### config.mk
export PLATFORM = sky130hd
export DESIGN_NAME = pc_next_unit
export DESIGN_NICKNAME = d
export VERILOG_FILES = /design/src/rtl/pc_next_unit.sv
export SDC_FILE = /design/constraint.sdc
export NUM_CORES = 1
export LEC_CHECK = 0
export CAP_MARGIN = 25
export CORE_UTILIZATION = 40
export CTS_BUF_LIST = sky130_fd_sc_hd__clkbuf_4 sky130_fd_sc_hd__clkbuf_8 sky130_fd_sc_hd__clkbuf_16
export CTS_CLUSTER_DIAMETER = 40
export DETAILED_ROUTE_END_ITERATION = 10
export PLACE_DENSITY_LB_ADDON = 0.1
export REMOVE_ABC_BUFFERS = 1
export SETUP_SLACK_MARGIN = 0.02
export SLEW_MARGIN = 20
export SYNTH_ARGS = -nofsm -noshare
export SYNTH_HDL_FRONTEND = slang
export SYNTH_SLANG_ARGS = --single-unit
### constraint.sdc
create_clock -name clk -period 5.4 [get_ports clk]
set_input_delay 1.62 -clock clk [delete_from_list [all_inputs] [get_ports clk]]
set_output_delay 1.62 -clock clk [all_outputs]
set_load 0.02 [all_outputs]
### src/rtl/pc_next_unit.sv
// rtl/pc_next_unit.sv - program counter, next-PC select and fetch handshake with boot delay
//
// Registers the fetch PC and selects the next PC from the branch comparator result and the
// jump controls from decode. A boot-delay FSM holds off the first fetch for BOOT_DELAY
// cycles after reset release.
//
// Optional feature: define MISALIGN_TRAP_EN to redirect misaligned jump/branch targets to
// TRAP_VEC and park the unit in a TRAP state until reset.
//
// Ports:
//   clk, rst_n      clock (rising edge), asynchronous active-low reset
//   stall           hold the PC; overrides imem_ready
//   branch_taken    conditional branch taken, target pc + imm
//   jal             unconditional jump, target pc + imm
//   jalr            register jump, target (rs1_data + imm) with bit 0 cleared
//   imm, rs1_data   immediate and register operand from decode
//   imem_ready      instruction memory returned the word at pc this cycle
//   pc, pc_plus4    current fetch address and its sequential successor
//   imem_valid      fetch request valid
//   retire          instruction at pc completed, PC advances at the next edge
//   redirect        the PC update is non-sequential
//   misalign_trap   sticky misaligned-target trap flag

module pc_next_unit #(
    parameter logic [31:0] RESET_PC   = 32'h0000_0000,
    parameter int unsigned BOOT_DELAY = 2,
    parameter logic [31:0] TRAP_VEC   = 32'h0000_0100
) (
    input  logic        clk,
    input  logic        rst_n,
    input  logic        stall,
    input  logic        branch_taken,
    input  logic        jal,
    input  logic        jalr,
    input  logic [31:0] imm,
    input  logic [31:0] rs1_data,
    input  logic        imem_ready,
    output logic [31:0] pc,
    output logic [31:0] pc_plus4,
    output logic        imem_valid,
    output logic        retire,
    output logic        redirect,
    output logic        misalign_trap
);

    typedef enum logic [1:0] {
        S_BOOT = 2'd0,
        S_RUN  = 2'd1
`ifdef MISALIGN_TRAP_EN
        ,
        S_TRAP = 2'd2
`endif
    } state_t;

    // BOOT_DELAY of 0 and 1 both leave BOOT on the first edge after reset release.
    localparam logic [3:0] BOOT_LAST = (BOOT_DELAY == 0) ? 4'd0 : 4'(BOOT_DELAY - 1);

    state_t      state_q, state_d;
    logic [3:0]  boot_cnt_q, boot_cnt_d;
    logic [31:0] pc_q, pc_d;

    logic [31:0] seq_pc;
    logic [31:0] rel_target;
    logic [31:0] jalr_target;
    logic [31:0] next_pc;
    logic        non_seq;

`ifdef MISALIGN_TRAP_EN
    logic        trap_q, trap_d;
`endif

    assign seq_pc      = pc_q + 32'd4;
    assign rel_target  = pc_q + imm;
    assign jalr_target = (rs1_data + imm) & 32'hFFFF_FFFE;
    assign non_seq     = jalr | jal | branch_taken;

    always_comb begin
        next_pc = seq_pc;
        if (jalr) begin
            next_pc = jalr_target;
        end else if (jal || branch_taken) begin
            next_pc = rel_target;
        end
    end

    always_comb begin
        state_d    = state_q;
        boot_cnt_d = boot_cnt_q;
        pc_d       = pc_q;
`ifdef MISALIGN_TRAP_EN
        trap_d     = trap_q;
`endif
        imem_valid = 1'b0;
        retire     = 1'b0;
        redirect   = 1'b0;

        case (state_q)
            S_BOOT: begin
                boot_cnt_d = boot_cnt_q + 4'd1;
                if (boot_cnt_q == BOOT_LAST) begin
                    state_d = S_RUN;
                end
            end
            S_RUN: begin
                imem_valid = 1'b1;
                // Control inputs are only sampled on a step; stall masks everything.
                if (imem_ready && !stall) begin
                    retire   = 1'b1;
                    redirect = non_seq;
                    pc_d     = next_pc;
`ifdef MISALIGN_TRAP_EN
                    // Only non-sequential targets are checked; +4 keeps alignment.
                    if (non_seq && (next_pc[1:0] != 2'b00)) begin
                        pc_d    = TRAP_VEC;
                        trap_d  = 1'b1;
                        state_d = S_TRAP;
                    end
`endif
                end
            end
`ifdef MISALIGN_TRAP_EN
            S_TRAP: begin
                // Parked until reset; pc already holds TRAP_VEC.
            end
`endif
            default: begin
                state_d = S_BOOT;
            end
        endcase
    end

    always_ff @(posedge clk or negedge rst_n) begin
        if (!rst_n) begin
            state_q    <= S_BOOT;
            boot_cnt_q <= 4'd0;
            pc_q       <= RESET_PC;
`ifdef MISALIGN_TRAP_EN
            trap_q     <= 1'b0;
`endif
        end else begin
            state_q    <= state_d;
            boot_cnt_q <= boot_cnt_d;
            pc_q       <= pc_d;
`ifdef MISALIGN_TRAP_EN
            trap_q     <= trap_d;
`endif
        end
    end

    assign pc       = pc_q;
    assign pc_plus4 = seq_pc;

`ifdef MISALIGN_TRAP_EN
    assign misalign_trap = trap_q;
`else
    assign misalign_trap = 1'b0;
    logic unused_trap_vec;
    assign unused_trap_vec = ^TRAP_VEC;
`endif

endmodule

**Word-level counts from Yosys, hierarchy flattened**

Index checks and enable logic that the tools add are counted.
W data, S select, Z words.

- Add/sub/neg operators: 4
- Equal/unequal tests: 3
- Muxes and demuxes: 9
- Bitwise gates (word level): 3
- Reductions and logical operators: 6

Operators with widths:

| operator | count |
|---|---|
| $add A32 B32 Y32 | 2 |
| $mux W32 | 2 |
| $add A32 B3 Y32 const B | 1 |
| $mux W1 | 5 |
| $add A4 B1 Y4 const B | 1 |
| $eq A4 B1 Y1 const B | 1 |
| $pmux W2 S2 | 1 |
| $reduce_and A2 Y1 | 2 |
| $eq A2 B1 Y1 const B | 1 |
| $logic_not A2 Y1 | 1 |
| $mux W2 | 1 |
| $ne A2 B2 Y1 const B | 1 |
| $or A1 B1 Y1 | 2 |
| $logic_and A1 B1 Y1 | 1 |
| $logic_not A1 Y1 | 1 |
| $logic_or A1 B1 Y1 | 1 |
| $not A1 Y1 | 1 |

- Flip-flop bits (word level): 38
- Bits of input ports: 71
- Output and inout bits: 68
- Word-level logic and storage cells: 28

**Depth between registers and ports, before layout**

Gate-level depths: netlist of the first run.

- Depth after elaboration: 4
- Gate-level depth with buffers: 12

**Least setup slack after synthesis of the first run**

Ideal clock, no wire load.

- Path type: input port to output port
- Start point: input port stall
- End point: output port redirect
- Data arrival time: 2.646 ns
- Required time: 3.780 ns
- Setup slack: 1.134 ns
- Cell stages on the path: 4
- Buffers on the path: 2
- Cells stage by stage: nand3b_1 clkbuf_1 clkbuf_1 nor2_1

- Word-level cells in the longest chain between the ends: 4

RTL lines:

| what | RTL line | text |
|---|---|---|
| from (decl) | 31 | `input logic stall,` |
| $logic_not A1 Y1 | 107 | `if (imem_ready && !stall) begin` |
| $logic_and A1 B1 Y1 | 107 |  |
| $mux W1 | 107 |  |
| $mux W1 | 97 | `case (state_q)` |
| to (decl) | 42 | `output logic redirect,` |

No other way between the ends.

**Worst setup path in the final report of the first run**

- Start point: register pc_q[4], in the netlist pc[4]
- End point: output port pc_plus4[26]

- Word-level cells in the longest chain between the ends: 1

RTL lines:

| what | RTL line | text |
|---|---|---|
| from (decl) | 60 | `logic [31:0] pc_q, pc_d;` |
| from (signal assigned) | 143 | `pc_q <= pc_d;` |
| $add A32 B3 Y32 | 72 | `assign seq_pc = pc_q + 32'd4;` |
| to (decl) | 39 | `output logic [31:0] pc_plus4,` |

No other way between the ends.

==> results.txt, run 1 <==
The synthesized-area fraction occupied by ao, oa, aoi and oai cells is 0.319, and the number of port buffers is 137. The clock period could shrink to 5.08 ns. TritonCTS built the clock tree. Sequential element share of the synthesized area: 0.167. In this design, the largest share of critical-path delay is due to simple AND/OR/NAND/NOR gates. The clock sink count is 37, and the buffering stage count on the worst path with inverters included is 1.

The total track usage is 0.265. The path class of the tightest hold or removal check is flop to flop. In the layout the commonest cells are 136 x sky130_fd_sc_hd__clkdlybuf4s50_1, 73 x sky130_fd_sc_hd__a21oi_1, 64 x sky130_fd_sc_hd__ha_1.

After detailed routing, the number of vias per cell comes to 5.91. The logs give 0.688 for the power share of the combinational group and 2 for the number of H-tree levels. In this run the power spent charging and discharging nets is 0.00121 W. The average cell area after synthesis was 7.64 µm².

The total half-perimeter wirelength after legalization and detailed placement came out at 14700 µm. The fraction of synthesized cell area in xor and xnor cells works out to 0.126. The sequential share of power was 0.189; the pin count of the biggest net entering global routing was 41. The most common library cell in the layout ignoring fill and taps was sky130_fd_sc_hd__clkdlybuf4s50_1. Setup repair after global routing left no endpoint under its margin. After synthesis, the largest family of logic cells by area is compound AO/OA/AOI/OAI gates.

The critical path in this run is classified as flop to primary output. The number of placement rows was 42; the number of global-route vias before repair was 5887. The run gives 0.00584 ns as the final clock skew. The critical path launch point type is a flop. Commonest register cell after synthesis: sky130_fd_sc_hd__dfrtp_1.

Clock tree synthesis selected as its root buffer the cell sky130_fd_sc_hd__clkbuf_16. The placer congestion estimate came out at 0.940. The logs give 0 for the post-cts repair resize count and 0 for the number of setup violations in the final report.

Timing analysis after detailed placement gives a worst setup slack of 0.379 ns. Global routing finished with a remaining overflow of 0. The largest total area in the synthesized netlist belongs to sky130_fd_sc_hd__dfrtp_1. The net switching fraction of the power works out to 0.479. The fraction of synthesized cell area taken by the top area cell type was 0.167. STA classifies the critical path endpoint as a primary output. Of all nets on the critical path, the largest fanout is 8.

The instance area at placement is 7130 µm², and the clock network fraction of total power is 0.123. After detailed routing, the number of remaining DRC violations is 0. In the final routed layout, each cell accounts on average for 18.2 µm. The number of antenna diodes in the final layout is 0. The simple logic cell fraction of the synthesized area is 0.198, and the total count of hold-check failures in the final report is 0.

For the worst-case headroom to the max-slew limit, the log shows 0.593. Number of iterations in the first detailed-routing pass: 5. The synthesized flop and latch total is 37. Buffers inserted to repair hold after CTS numbered 0.

The die is 120 µm tall. For the initial core utilization, the log shows 0.414. The most numerous cell type found on the critical path is sky130_fd_sc_hd__nand4_1.

After filler insertion, the fill cell instance count of the layout stands at 1322. The critical path's slowest cell was sky130_fd_sc_hd__clkdlybuf4s50_1. The final route contains 6141 vias. The clock transition at the registers of the reported paths was 0.06 ns. The number of enable flip-flop cells after synthesis was 0; the proportion of synthesized area in mux cells was 0.00542.

The tools report the number of placed I/O pins as 139. Measured along the x axis, the die boundary spans 120 µm. Number of antenna violations at the first check in global routing: 0. The tools report the global-route wire length before repair as 30100 µm. The largest stage delay on the critical path was 0.67 ns. In the post-route analysis, the smallest setup slack over all paths is 0.325 ns.

At the pin with the least slew margin, the transition time is 0.610 ns. The Yosys step of the flow raised 0 warnings. The power per unit of standard cell area came out at 346 nW/µm². In this run the post-CTS setup repair buffer count came out at 0. After routing, the total negative slack on setup checks comes to 0 ns.

For the worst setup path, the data required time is 3.78 ns. Number of buffers on the longest clock path: 2. The source-to-sink clock delay at the later pin of the worst-skew pair was 0.30 ns; the full die area was 14300 µm². The finished cells cover 7300 µm². The mapped netlist covers 5550 µm².

The number of nets in the final layout is 999, and the post-synthesis cell type count is 64. The relative area change from synthesis to final layout is 31.6%. The run gives 0.00131 W as the total internal power.

The floorplan step defined a core boundary enclosing 13400 µm². The signal on the critical path passes through nand4_1 > or4_1 > nor3_1 > nand4_1 > nor2_1 > xor2_1 > clkdlybuf4s50_1. The flow ran to the end, and the final reports show no timing, DRC or antenna violations. Yosys attributes the largest share of cell area to sky130_fd_sc_hd__dfrtp_1 17%, sky130_fd_sc_hd__ha_1 14%, sky130_fd_sc_hd__xnor2_1 7.9%. For the upper clock frequency limit, the log shows 197 MHz.

The first-iteration detailed-routing DRC count came out at 500. The proportion of synthesized flip-flops having asynchronous set or reset came out at 1.00. The logs give 0 for the number of max-slew violations in the final report and 0 for the post-detailed-route count of antenna-violating nets. The run gives 0 as the number of max-cap violations. Synthesis produced 726 cells. STA puts the critical path data arrival time at 3.46 ns. Portion of the clock cycle consumed by the worst path in the final layout: 0.940. The fraction of the mapped netlist area in adder cells works out to 0.152.

The logs give 18900 µm for the wire length reported by the detailed router and 159 µV for the largest vdd supply drop. The CTS buffer count was 5; the standby leakage power was 3.23 nW. The fraction of layout cells with a size suffix above 1 was 0.0487.
==> kinds of logic after synthesis <==
logic type	count (synthesis)
XOR/XNOR	80
flip-flops	37
buffers and inverters	42
adder cells (fa/ha/maj)	66
other	1
AND/OR/NAND/NOR	228
AO/OA/AOI/OAI	269
multiplexers	3
==> flip-flops by register name (all words and copies together), names as in the netlist <==
| name | cells |
|---|---|
| boot_cnt_q | 4 |
| state_q | 1 |
| pc | 32 |
==> cells in the mapped netlist (5+ instances only) <==
cell and count:
sky130_fd_sc_hd__a31oi_1 12, sky130_fd_sc_hd__nor3_1 16, sky130_fd_sc_hd__nand4_1 10, sky130_fd_sc_hd__xnor2_1 50, sky130_fd_sc_hd__a211o_1 5, sky130_fd_sc_hd__or2_2 5, sky130_fd_sc_hd__xor2_1 30, sky130_fd_sc_hd__a211oi_1 17
sky130_fd_sc_hd__dfrtp_1 37, sky130_fd_sc_hd__a22oi_1 6, sky130_fd_sc_hd__a21oi_1 73, sky130_fd_sc_hd__nand3_1 30, sky130_fd_sc_hd__clkbuf_1 19, sky130_fd_sc_hd__and2_1 6, sky130_fd_sc_hd__ha_1 64, sky130_fd_sc_hd__inv_1 19
sky130_fd_sc_hd__o21bai_1 10, sky130_fd_sc_hd__o211ai_1 5, sky130_fd_sc_hd__nor2_1 61, sky130_fd_sc_hd__and3_1 12, sky130_fd_sc_hd__o22ai_1 6, sky130_fd_sc_hd__nand2b_1 6, sky130_fd_sc_hd__a21o_1 47, sky130_fd_sc_hd__o21ai_0 49
sky130_fd_sc_hd__nand2_1 60
==> area by class of cell <==
cell class | instances | area (µm²) | area share
tap | 176 | 220 | 0.0302
inverter | 19 | 71.3 | 0.00977
timing repair buffer | 152 | 1490 | 0.204
clock inverter | 3 | 22.5 | 0.00309
sequential | 37 | 926 | 0.127
clock buffer | 5 | 125 | 0.0171
multi-input combinational | 647 | 4440 | 0.609
==> routing by layer <==
| layer | track usage | routed length (µm) | vias up |
|---|---|---|---|
| met1 | 0.358 | 8710 | 2902 |
| met3 | 0.0347 | 1030 | 33 |
| li1 | - | - | 2988 |
| met5 | 0 | 0 | - |
| met4 | 0.0758 | 382 | 0 |
| met2 | 0.439 | 8790 | 218 |
==> worst register-to-register path, stage by stage (launching register included) <==
cell                        delay (ns)
sky130_fd_sc_hd__dfrtp_1          0.39
sky130_fd_sc_hd__buf_4            0.18
sky130_fd_sc_hd__ha_1             0.36
sky130_fd_sc_hd__and3_1           0.19
sky130_fd_sc_hd__a221oi_2         0.08
sky130_fd_sc_hd__a221oi_1         0.49
sky130_fd_sc_hd__o2bb2ai_1        0.24
sky130_fd_sc_hd__a21o_1           0.27
sky130_fd_sc_hd__a31oi_1          0.18
sky130_fd_sc_hd__o311a_1          0.33
sky130_fd_sc_hd__o41ai_1          0.41
sky130_fd_sc_hd__a31o_2           0.16
==> power by group through the flow <==
stage	clock network (W)	logic, W	registers, W
after floorplan	0	0.000997	0.000548
after global placement	0	0.00170	0.000476
after detailed placement	0	0.00171	0.000480
after CTS	0.000316	0.00172	0.000475
after global routing	0.000323	0.00188	0.000489
final	0.000310	0.00174	0.000476
==> metrics by stage <==
step / power [W] / hold WS (ns) / instances / util
final: 0.00252 / 0.485 / 1039 / 0.545
after global routing: 0.00270 / 0.507 / 1039 / 0.545
after CTS: 0.00252 / 0.489 / 1038 / 0.543
after detailed placement: 0.00219 / 0.472 / 1030 / 0.532
after global placement: 0.00218 / 0.461 / 1030 / 0.532
after floorplan: 0.00154 / 0.446 / 703 / -
==> path summary, 6_finish.rpt <==
check / startpoint / to / slack [ns] / depth (start not counted)
min in group asynchronous: rst_n / pc[0]$_DFFE_PN0P_ / 1.25 / 1
setup / recovery: pc[4]$_DFFE_PN0P_ / pc_plus4[26] / 0.32 / 7
max in group asynchronous: rst_n / pc[21]$_DFFE_PN0P_ / 3.66 / 2
hold reg to reg: boot_cnt_q[3]$_DFFE_PN0N_ / boot_cnt_q[3]$_DFFE_PN0N_ / 0.49 / 1
hold / removal: boot_cnt_q[3]$_DFFE_PN0N_ / boot_cnt_q[3]$_DFFE_PN0N_ / 0.49 / 1
setup reg to reg: pc[3]$_DFFE_PN0P_ / pc[28]$_DFFE_PN0P_ / 2.06 / 11
Power figures use the tool's default switching activity.
==> run 2: changes to the inputs <==
- SKIP_LAST_GASP: default -> 1
==> results of run 2 <==
Same layout as run 1: the final DEF is identical, and so are final timing and power.
